$ cat src/rtl/mandel_pkg.sv
// Shared types and default widths for the Mandelbrot frame sequencer.
package mandel_pkg;

  localparam int unsigned XW   = 10;
  localparam int unsigned YW   = 10;
  localparam int unsigned CW   = 32;
  localparam int unsigned IW   = 15;
  localparam int unsigned FRAC = 28;  // Q4.28 fraction bits

  typedef enum logic [2:0] {
    StIdle,
    StIssue,
    StWait,
    StWrite,
    StDone
  } seq_state_t;

endpackage

$ cat src/rtl/mandel_raster_counter.sv
// Raster position counter: x/y counters, line-end/last-pixel flags and {y,x} address.
module mandel_raster_counter #(
  parameter int unsigned XW = 10,
  parameter int unsigned YW = 10
) (
  input  logic               clk_i,
  input  logic               rst_ni,
  input  logic               load_i,
  input  logic               en_i,
  input  logic [XW-1:0]      x_size_i,
  input  logic [YW-1:0]      y_size_i,
  output logic               line_end_o,
  output logic               last_o,
  output logic [XW+YW-1:0]   addr_o
);

  logic [XW-1:0] x_q, x_d, x_last_q, x_last_d;
  logic [YW-1:0] y_q, y_d, y_last_q, y_last_d;

  assign line_end_o = (x_q == x_last_q);
  assign last_o     = line_end_o && (y_q == y_last_q);
  assign addr_o     = {y_q, x_q};

  always_comb begin
    x_d      = x_q;
    y_d      = y_q;
    x_last_d = x_last_q;
    y_last_d = y_last_q;
    if (load_i) begin
      x_d      = '0;
      y_d      = '0;
      // A zero size behaves as a single pixel/line.
      x_last_d = (x_size_i == '0) ? '0 : x_size_i - XW'(1);
      y_last_d = (y_size_i == '0) ? '0 : y_size_i - YW'(1);
    end else if (en_i) begin
      if (line_end_o) begin
        x_d = '0;
        y_d = y_q + YW'(1);
      end else begin
        x_d = x_q + XW'(1);
      end
    end
  end

  always_ff @(posedge clk_i or negedge rst_ni) begin
    if (!rst_ni) begin
      x_q      <= '0;
      y_q      <= '0;
      x_last_q <= '0;
      y_last_q <= '0;
    end else begin
      x_q      <= x_d;
      y_q      <= y_d;
      x_last_q <= x_last_d;
      y_last_q <= y_last_d;
    end
  end

endmodule

$ cat src/rtl/mandel_frame_sequencer.sv
// Frame sequencer: raster-scans the pixel grid, issues coordinates to the iteration core and
// writes returned counts to the frame RAM. Optional MANDEL_SEQ_PERF_EN adds frame_cycles_o.
module mandel_frame_sequencer #(
  parameter int unsigned XW = mandel_pkg::XW,
  parameter int unsigned YW = mandel_pkg::YW,
  parameter int unsigned CW = mandel_pkg::CW,
  parameter int unsigned IW = mandel_pkg::IW
) (
  input  logic               clk_i,
  input  logic               rst_ni,
  input  logic               start_i,
  input  logic [XW-1:0]      x_size_i,
  input  logic [YW-1:0]      y_size_i,
  input  logic [CW-1:0]      re_min_i,
  input  logic [CW-1:0]      im_max_i,
  input  logic [CW-1:0]      delta_re_i,
  input  logic [CW-1:0]      delta_im_i,
  output logic               core_start_o,
  output logic [CW-1:0]      core_re_o,
  output logic [CW-1:0]      core_im_o,
  input  logic               core_done_i,
  input  logic [IW-1:0]      core_count_i,
  output logic               wr_en_o,
  output logic [XW+YW-1:0]   wr_addr_o,
  output logic [IW-1:0]      wr_data_o,
  output logic               busy_o,
`ifdef MANDEL_SEQ_PERF_EN
  output logic [31:0]        frame_cycles_o,
`endif
  output logic               frame_done_o
);

  import mandel_pkg::*;

  seq_state_t state_q, state_d;

  logic          accept;
  logic          line_end, last_pix;
  logic [CW-1:0] re_min_q, re_min_d, d_re_q, d_re_d, d_im_q, d_im_d;
  logic [CW-1:0] cur_re_q, cur_re_d, cur_im_q, cur_im_d;
  logic [CW-1:0] core_re_q, core_re_d, core_im_q, core_im_d;
  logic [IW-1:0] wr_data_q, wr_data_d;

  assign accept = (state_q == StIdle) && start_i;

  mandel_raster_counter #(
    .XW (XW),
    .YW (YW)
  ) u_raster (
    .clk_i      (clk_i),
    .rst_ni     (rst_ni),
    .load_i     (accept),
    .en_i       (state_q == StWrite),
    .x_size_i   (x_size_i),
    .y_size_i   (y_size_i),
    .line_end_o (line_end),
    .last_o     (last_pix),
    .addr_o     (wr_addr_o)
  );

  // FSM state register
  always_ff @(posedge clk_i or negedge rst_ni) begin
    if (!rst_ni) state_q <= StIdle;
    else         state_q <= state_d;
  end

  // FSM next state
  always_comb begin
    state_d = state_q;
    unique case (state_q)
      StIdle:  if (start_i) state_d = StIssue;
      StIssue: state_d = StWait;
      StWait:  if (core_done_i) state_d = StWrite;
      StWrite: state_d = last_pix ? StDone : StIssue;
      StDone:  state_d = StIdle;
      default: state_d = StIdle;
    endcase
  end

  // FSM outputs
  always_comb begin
    core_start_o = (state_q == StIssue);
    wr_en_o      = (state_q == StWrite);
    frame_done_o = (state_q == StDone);
    busy_o       = (state_q != StIdle);
  end

  assign core_re_o = core_re_q;
  assign core_im_o = core_im_q;
  assign wr_data_o = wr_data_q;

  always_comb begin
    re_min_d  = re_min_q;
    d_re_d    = d_re_q;
    d_im_d    = d_im_q;
    cur_re_d  = cur_re_q;
    cur_im_d  = cur_im_q;
    core_re_d = core_re_q;
    core_im_d = core_im_q;
    wr_data_d = wr_data_q;
    if (accept) begin
      re_min_d = re_min_i;
      d_re_d   = delta_re_i;
      d_im_d   = delta_im_i;
      cur_re_d = re_min_i;
      cur_im_d = im_max_i;
    end
    if ((state_q == StWait) && core_done_i) wr_data_d = core_count_i;
    if (state_q == StWrite) begin
      if (line_end) begin
        cur_re_d = re_min_q;
        cur_im_d = cur_im_q - d_im_q;
      end else begin
        cur_re_d = cur_re_q + d_re_q;
      end
    end
    // Core coordinates only change on entry to ISSUE so they stay stable across WAIT/WRITE.
    if (state_d == StIssue) begin
      core_re_d = cur_re_d;
      core_im_d = cur_im_d;
    end
  end

  always_ff @(posedge clk_i or negedge rst_ni) begin
    if (!rst_ni) begin
      re_min_q  <= '0;
      d_re_q    <= '0;
      d_im_q    <= '0;
      cur_re_q  <= '0;
      cur_im_q  <= '0;
      core_re_q <= '0;
      core_im_q <= '0;
      wr_data_q <= '0;
    end else begin
      re_min_q  <= re_min_d;
      d_re_q    <= d_re_d;
      d_im_q    <= d_im_d;
      cur_re_q  <= cur_re_d;
      cur_im_q  <= cur_im_d;
      core_re_q <= core_re_d;
      core_im_q <= core_im_d;
      wr_data_q <= wr_data_d;
    end
  end

`ifdef MANDEL_SEQ_PERF_EN
  logic [31:0] cyc_q, cyc_d;

  always_comb begin
    cyc_d = cyc_q;
    if (accept)                        cyc_d = '0;
    else if (busy_o && (cyc_q != '1)) cyc_d = cyc_q + 32'd1;
  end

  always_ff @(posedge clk_i or negedge rst_ni) begin
    if (!rst_ni) cyc_q <= '0;
    else         cyc_q <= cyc_d;
  end

  assign frame_cycles_o = cyc_q;
`endif

endmodule
$ cat config.mk
export PLATFORM = sky130hd
export DESIGN_NAME = mandel_frame_sequencer
export DESIGN_NICKNAME = d
export VERILOG_FILES = /design/src/rtl/mandel_pkg.sv /design/src/rtl/mandel_raster_counter.sv /design/src/rtl/mandel_frame_sequencer.sv
export SDC_FILE = /design/constraint.sdc
export NUM_CORES = 1
export LEC_CHECK = 0
export CORE_MARGIN = 1
export CORE_UTILIZATION = 30
export DETAILED_ROUTE_END_ITERATION = 8
export PLACE_DENSITY_LB_ADDON = 0.25
export SLEW_MARGIN = 20
export SYNTH_ARGS = -nofsm -noshare
export SYNTH_HDL_FRONTEND = slang
export SYNTH_SLANG_ARGS = --single-unit
$ cat constraint.sdc
create_clock -name clk_i -period 4.87 [get_ports clk_i]
set_input_delay 0.974 -clock clk_i [delete_from_list [all_inputs] [get_ports clk_i]]
set_output_delay 0.974 -clock clk_i [all_outputs]
set_load 0.03 [all_outputs]
# After elaboration in Yosys (flattened, before gate mapping)
# Cells that the tools add are included.
# word_totals
regBits	282
in_bits	167
output_inout_bits	103
word_cells	54
# classes
n_addsub	6
n_eq_ne	7
n_mux	18
n_reduce_logical	10
# op_table
cell	count
32-bit 2-to-1 mux	6
10-bit 2-to-1 mux	8
32-bit adder	1
32-bit subtractor	1
10-bit by 1-bit adder with 10-bit output, second input constant	2
10-bit == test	2
10-bit logical NOT	2
10-bit by 1-bit subtractor with 10-bit output, second input constant	2
3-bit case mux with 4 select lines	1
3-bit 2-to-1 mux	3
3-bit by 1-bit == test with 1-bit output, second input constant	2
3-bit by 2-bit == test with 1-bit output, second input constant	2
2-bit nonzero test	2
3-bit == test, second input constant	1
1-bit logical AND	3
3-bit logical NOT	1
3-bit nonzero test	1
2-bit AND reduction	1

# Depth between registers and ports, before layout
# logic_depth
ltp_word	5
ltp_mapped	12
ltp_nobuf	12

# Cells and area by module
# A second synthesis with hierarchy kept.
# hier_totals
cells_unflattened	1713
hier_area_um2	15436.1
# modules_own_cells
mod	n_inst	cells_each	area_each_um2
mandel_frame_sequencer	1	1478	13157.6
mandel_raster_counter	1	235	2278.4

# Least setup slack after synthesis
# OpenSTA, ideal clock, no wires.
# synth_timing
kind	register to register
start	reg d_re_q[0]
end	reg core_re_q[28] (netlist: core_re_o[28])
t_arrival_ns	2.782
t_required_ns	4.745
setup_slack_ns	1.963
path_stages_with_launch	12
path_buffers	0
period_less_slack_ns	2.907
path_cell_list	dfrtp_1 ha_1 fa_1 a21oi_1 o22ai_1 a41o_1 a21o_1 a211oi_1 o21ai_0 xnor2_1 o21ai_0 mux2_4
# synth_via
elab_chain_len	3
# synth_rtl
element	line_no	source
from (decl)	mandel_frame_sequencer.sv:39	logic [CW-1:0] re_min_q, re_min_d, d_re_q, d_re_d, d_im_q, d_im_d;
from (signal assigned)	mandel_frame_sequencer.sv:136	d_re_q <= d_re_d;
32-bit adder	mandel_frame_sequencer.sv:114	cur_re_d = cur_re_q + d_re_q;
32-bit 2-to-1 mux	mandel_frame_sequencer.sv:110	if (line_end) begin
32-bit 2-to-1 mux	mandel_frame_sequencer.sv:109	if (state_q == StWrite) begin
net cur_re_d[28]	mandel_frame_sequencer.sv:40	logic [CW-1:0] cur_re_q, cur_re_d, cur_im_q, cur_im_d;
to (signal assigned)	mandel_frame_sequencer.sv:140	core_re_q <= core_re_d;
to (decl)	mandel_frame_sequencer.sv:41	logic [CW-1:0] core_re_q, core_re_d, core_im_q, core_im_d;
# The timed path passes the listed nets, and every way through them passes these cells.
# A chain may end at the register's enable or synchronous reset.

# Worst setup path after layout
# layout_timing
start	reg state_q[2]
end	out wr_en_o
# layout_via
elab_chain_len	1
# layout_rtl
element	line_no	source
from (decl)	mandel_frame_sequencer.sv:35	seq_state_t state_q, state_d;
from (signal assigned)	mandel_frame_sequencer.sv:63	if (!rst_ni) state_q <= StIdle;
from (signal assigned)	mandel_frame_sequencer.sv:64	else state_q <= state_d;
3-bit by 2-bit == test with 1-bit output	mandel_frame_sequencer.sv:83	wr_en_o = (state_q == StWrite);
to (decl)	mandel_frame_sequencer.sv:23	output logic wr_en_o,
# Every way passes these cells.

==> flow_metrics.env <==
export IMPL_dr_first_iter_drc_count=878
export IMPL_syn2layout_area_growth_pct=30.4
export IMPL_crit_cells=4
export IMPL_portBuffers=269
export IMPL_dr_pass1_iters=8
export IMPL_setup_viol=0
export IMPL_cts_buffers=35
export IMPL_hold_viol_final=0
export IMPL_peakVddDrop_uv=292
export IMPL_status="completed"
export IMPL_ant_nets=0
export IMPL_skew_ns=0.0258
export IMPL_whs_ns=0.459
export IMPL_place_hpwl_mm=33.3
export IMPL_synthFlopType="dfrtp_1"
export IMPL_layout_commonest_cell="nand2_1"
export IMPL_fmax_ghz=0.269
export IMPL_final_cell_area_sq_um=19800
export IMPL_placed_area_sq_um=18600
export IMPL_antenna_cells=0
export IMPL_synth_fp_nets=1904
export IMPL_die_area_sq_um=51600
export IMPL_cts_setup_buffers=0
export IMPL_synthCells=1669
export IMPL_num_rows=82
export IMPL_cp_max_fo=14
export IMPL_viasPerCell=4.98
export IMPL_cts_buffer_depth=3
export IMPL_crit_start="state_q[2]$_DFF_PN0_"
export IMPL_htreeDepth=2
export IMPL_r2r_slack_ns=1.59
export IMPL_p_sw_share_pct=44.4
export IMPL_critPathTopFamily="buffers and inverters"
export IMPL_clk_pin_slew_ns=0.06
export IMPL_grt_pass1_wl_mm=72.8
export IMPL_ioPinCount=270
export IMPL_yosysUniqueCellTypes=71
export IMPL_drc=0
export IMPL_final_setup_worst_slack_ns=1.16
export IMPL_die_w_um=227
export IMPL_fin_crit_sh_pct=76.2
export IMPL_syn_area_sq_um=15200
export IMPL_slowest_delay_ns=0.82
export IMPL_crit_buf_inv=3
export IMPL_cp_start_kind="flip-flop"
export IMPL_cts_hold_fix_buffers=0
export IMPL_max_slew_margin_rel_pct=31.3
export IMPL_min_path_type="primary input to asynchronous set/reset pin"
export IMPL_yosys_warnings=0
export IMPL_avgSynthCellArea_sq_um=9.12
export IMPL_p_int_uw=8780
export IMPL_critPathSlowestCell="clkdlybuf4s50_1"
export IMPL_r2r_start="d_re_q[21]$_DFFE_PN0P_"
export IMPL_cts_tree="built"
export IMPL_power_total_uw=15800
export IMPL_drv_cap=0
export IMPL_antenna_found_initial=0
export IMPL_path_cells="nand3b_1, buf_4, inv_1, clkdlybuf4s50_1"
export IMPL_fillers=5001
export IMPL_period_minus_slack_ns=3.71
export IMPL_end_kind="output port"
export IMPL_cp_endpoint="wr_en_o"
export IMPL_post_cts_resized=0
export IMPL_core_sq_um=50100
export IMPL_mostFrequentLayoutCells="nand2_1, dfrtp_1, clkdlybuf4s50_1, o21ai_0"
export IMPL_grt_total_usage_pct=18.0
export IMPL_tightest_slew_ns=1.02
export IMPL_seqPwrFrac_pct=26.2
export IMPL_routed_wl_mm=46.3
export IMPL_synth_seq_cells=282
export IMPL_crit_arrival_ns=2.74
export IMPL_post_drt_wl_per_cell_um=17.7
export IMPL_finalMaxSlewViolations=0
export IMPL_combPwrFrac_pct=56.5
export IMPL_gp_congestion=0.947
export IMPL_synth_edff_count=0
export IMPL_cp_data_required_time_ns=3.90
export IMPL_pwr_density_cell_nw_per_um2=796
export IMPL_final_nets=2147
export IMPL_ys_seq_area_share_pct=46.4
export IMPL_grt_pass1_vias=12900
export IMPL_overflow=0
export IMPL_drive_gt1_share_pct=7.43
export IMPL_routed_via_count=13000
export IMPL_p_switching_uw=7010
export IMPL_clk_latency_ns=0.55
export IMPL_start_util_pct=30.4
export IMPL_place_ws_ns=1.30
export IMPL_numClockSinks=282
export IMPL_grt_max_degree=92
export IMPL_fin_tns_setup_ns=0
export IMPL_p_leak_uw=0.00901
export IMPL_worstRegToRegCells=9
export IMPL_cts_root_buffer="clkbuf_16"
export IMPL_clkPwrFrac_pct=17.4
export IMPL_critPathKind="flip-flop to output port"
export IMPL_die_h_um=227
export IMPL_async_flop_share_pct=100
export IMPL_grt_setup_unrepaired="false"
export IMPL_r2r_end="core_re_o[31]$_DFFE_PN0N_"
## power by group through the flow
stage | clock [uW] | sequential [uW] | combinational, uW
after floorplan | 0 | 4620 | 5720
after global placement | 0 | 4150 | 8790
after detailed placement | 0 | 4170 | 8880
after CTS | 2830 | 4150 | 8930
after global routing | 2910 | 4260 | 9860
final | 2740 | 4140 | 8920
## cell families after synthesis
kind of cell	synth area share [%]
AO/OA/AOI/OAI	14.6
buffers and inverters	3.61
XOR/XNOR	5.81
multiplexers	5.43
adder cells (fa/ha/maj)	5.69
flip-flops	46.4
AND/OR/NAND/NOR	18.5
## routing by layer
layer	GRT usage [%]	wire length, um	vias to the layer above	share of wire (%)
li1	-	-	6258	-
met1	24.6	21300	6334	46
met2	29.4	21500	323	46
met5	0	0	-	0
met4	5.48	1080	0	2.3
met3	2.71	2390	67	5.2
## Yosys cell counts (3+ instances only)
library cell | number | area, sq um
mux2_4 | 7 | 105
nand4_1 | 19 | 119
nand3_1 | 33 | 165
buf_2 | 7 | 35.0
o31ai_1 | 5 | 37.5
a31oi_1 | 38 | 238
and2_1 | 4 | 25.0
a21o_1 | 35 | 263
nor2_1 | 79 | 297
or3_1 | 9 | 56.3
o21ai_1 | 3 | 15.0
and4_1 | 3 | 26.3
nor3_1 | 11 | 55.1
nand3b_1 | 3 | 22.5
nand2_1 | 441 | 1660
nor2b_1 | 4 | 25.0
ha_1 | 66 | 826
o22ai_1 | 4 | 25.0
dfrtp_1 | 282 | 7060
a211oi_1 | 11 | 82.6
o211ai_1 | 13 | 97.6
inv_1 | 58 | 218
o21a_1 | 6 | 45.0
mux2i_1 | 26 | 260
buf_1 | 6 | 22.5
o21bai_1 | 10 | 75.1
a21oi_1 | 78 | 390
clkbuf_1 | 67 | 251
nor3b_1 | 5 | 37.5
mux2_2 | 40 | 450
o21ai_0 | 96 | 480
and3_1 | 25 | 156
xor2_1 | 46 | 403
a222oi_1 | 18 | 180
nor4_1 | 6 | 37.5
xnor2_1 | 55 | 482
nand2b_1 | 6 | 37.5
## final cells by class
class | instances | area [sq um] | share of cell area [%]
clock buffers | 47 | 1000 | 5.05
multi-input cells | 1247 | 7650 | 38.5
repair buffers | 288 | 2880 | 14.5
inverters | 58 | 218 | 1.10
flip-flops and latches | 282 | 7060 | 35.6
well taps | 672 | 841 | 4.24
clock inverters | 15 | 203 | 1.02
## worst min-delay path by stage
stage / cells after the start / slack, ns / end
floorplan: 2 / 0.44 / re_min_q[13]$_DFFE_PN0P_
global placement: 2 / 0.46 / re_min_q[19]$_DFFE_PN0P_
detailed placement: 2 / 0.46 / re_min_q[28]$_DFFE_PN0P_
CTS: 1 / 0.47 / d_im_q[25]$_DFFE_PN0P_
global route: 2 / 0.50 / d_re_q[11]$_DFFE_PN0P_
finish: 1 / 0.46 / re_min_q[30]$_DFFE_PN0P_
## per-stage QoR
stage          util [%]  instances
3_5_place_dp       37.2       2547
5_1_grt            39.6       2609
6_report           39.6       2609
2_1_floorplan         -       1669
3_3_place_gp       37.2       2547
4_1_cts            39.6       2609
## worst register-to-register path, cell delays in order (launching register included)
cell and delay, ns:
dfrtp_1 0.40, ha_1 0.47, nand4_1 0.18, or4_1 0.52, a211oi_1 0.57, o21ai_1 0.15
a31oi_1 0.30, xnor2_1 0.16, o21ai_1 0.09, mux2_2 0.30
## registers in the layout (all words and copies together) (netlist names)
name               flops
cur_im_q              32
u_raster.y_q          10
u_raster.x_last_q     10
core_im_o             32
u_raster.x_q          10
d_re_q                32
state_q                3
cur_re_q              32
re_min_q              32
d_im_q                32
core_re_o             32
u_raster.y_last_q     10
wr_data_o             15
Note: power is estimated with default switching activity, not from simulation.
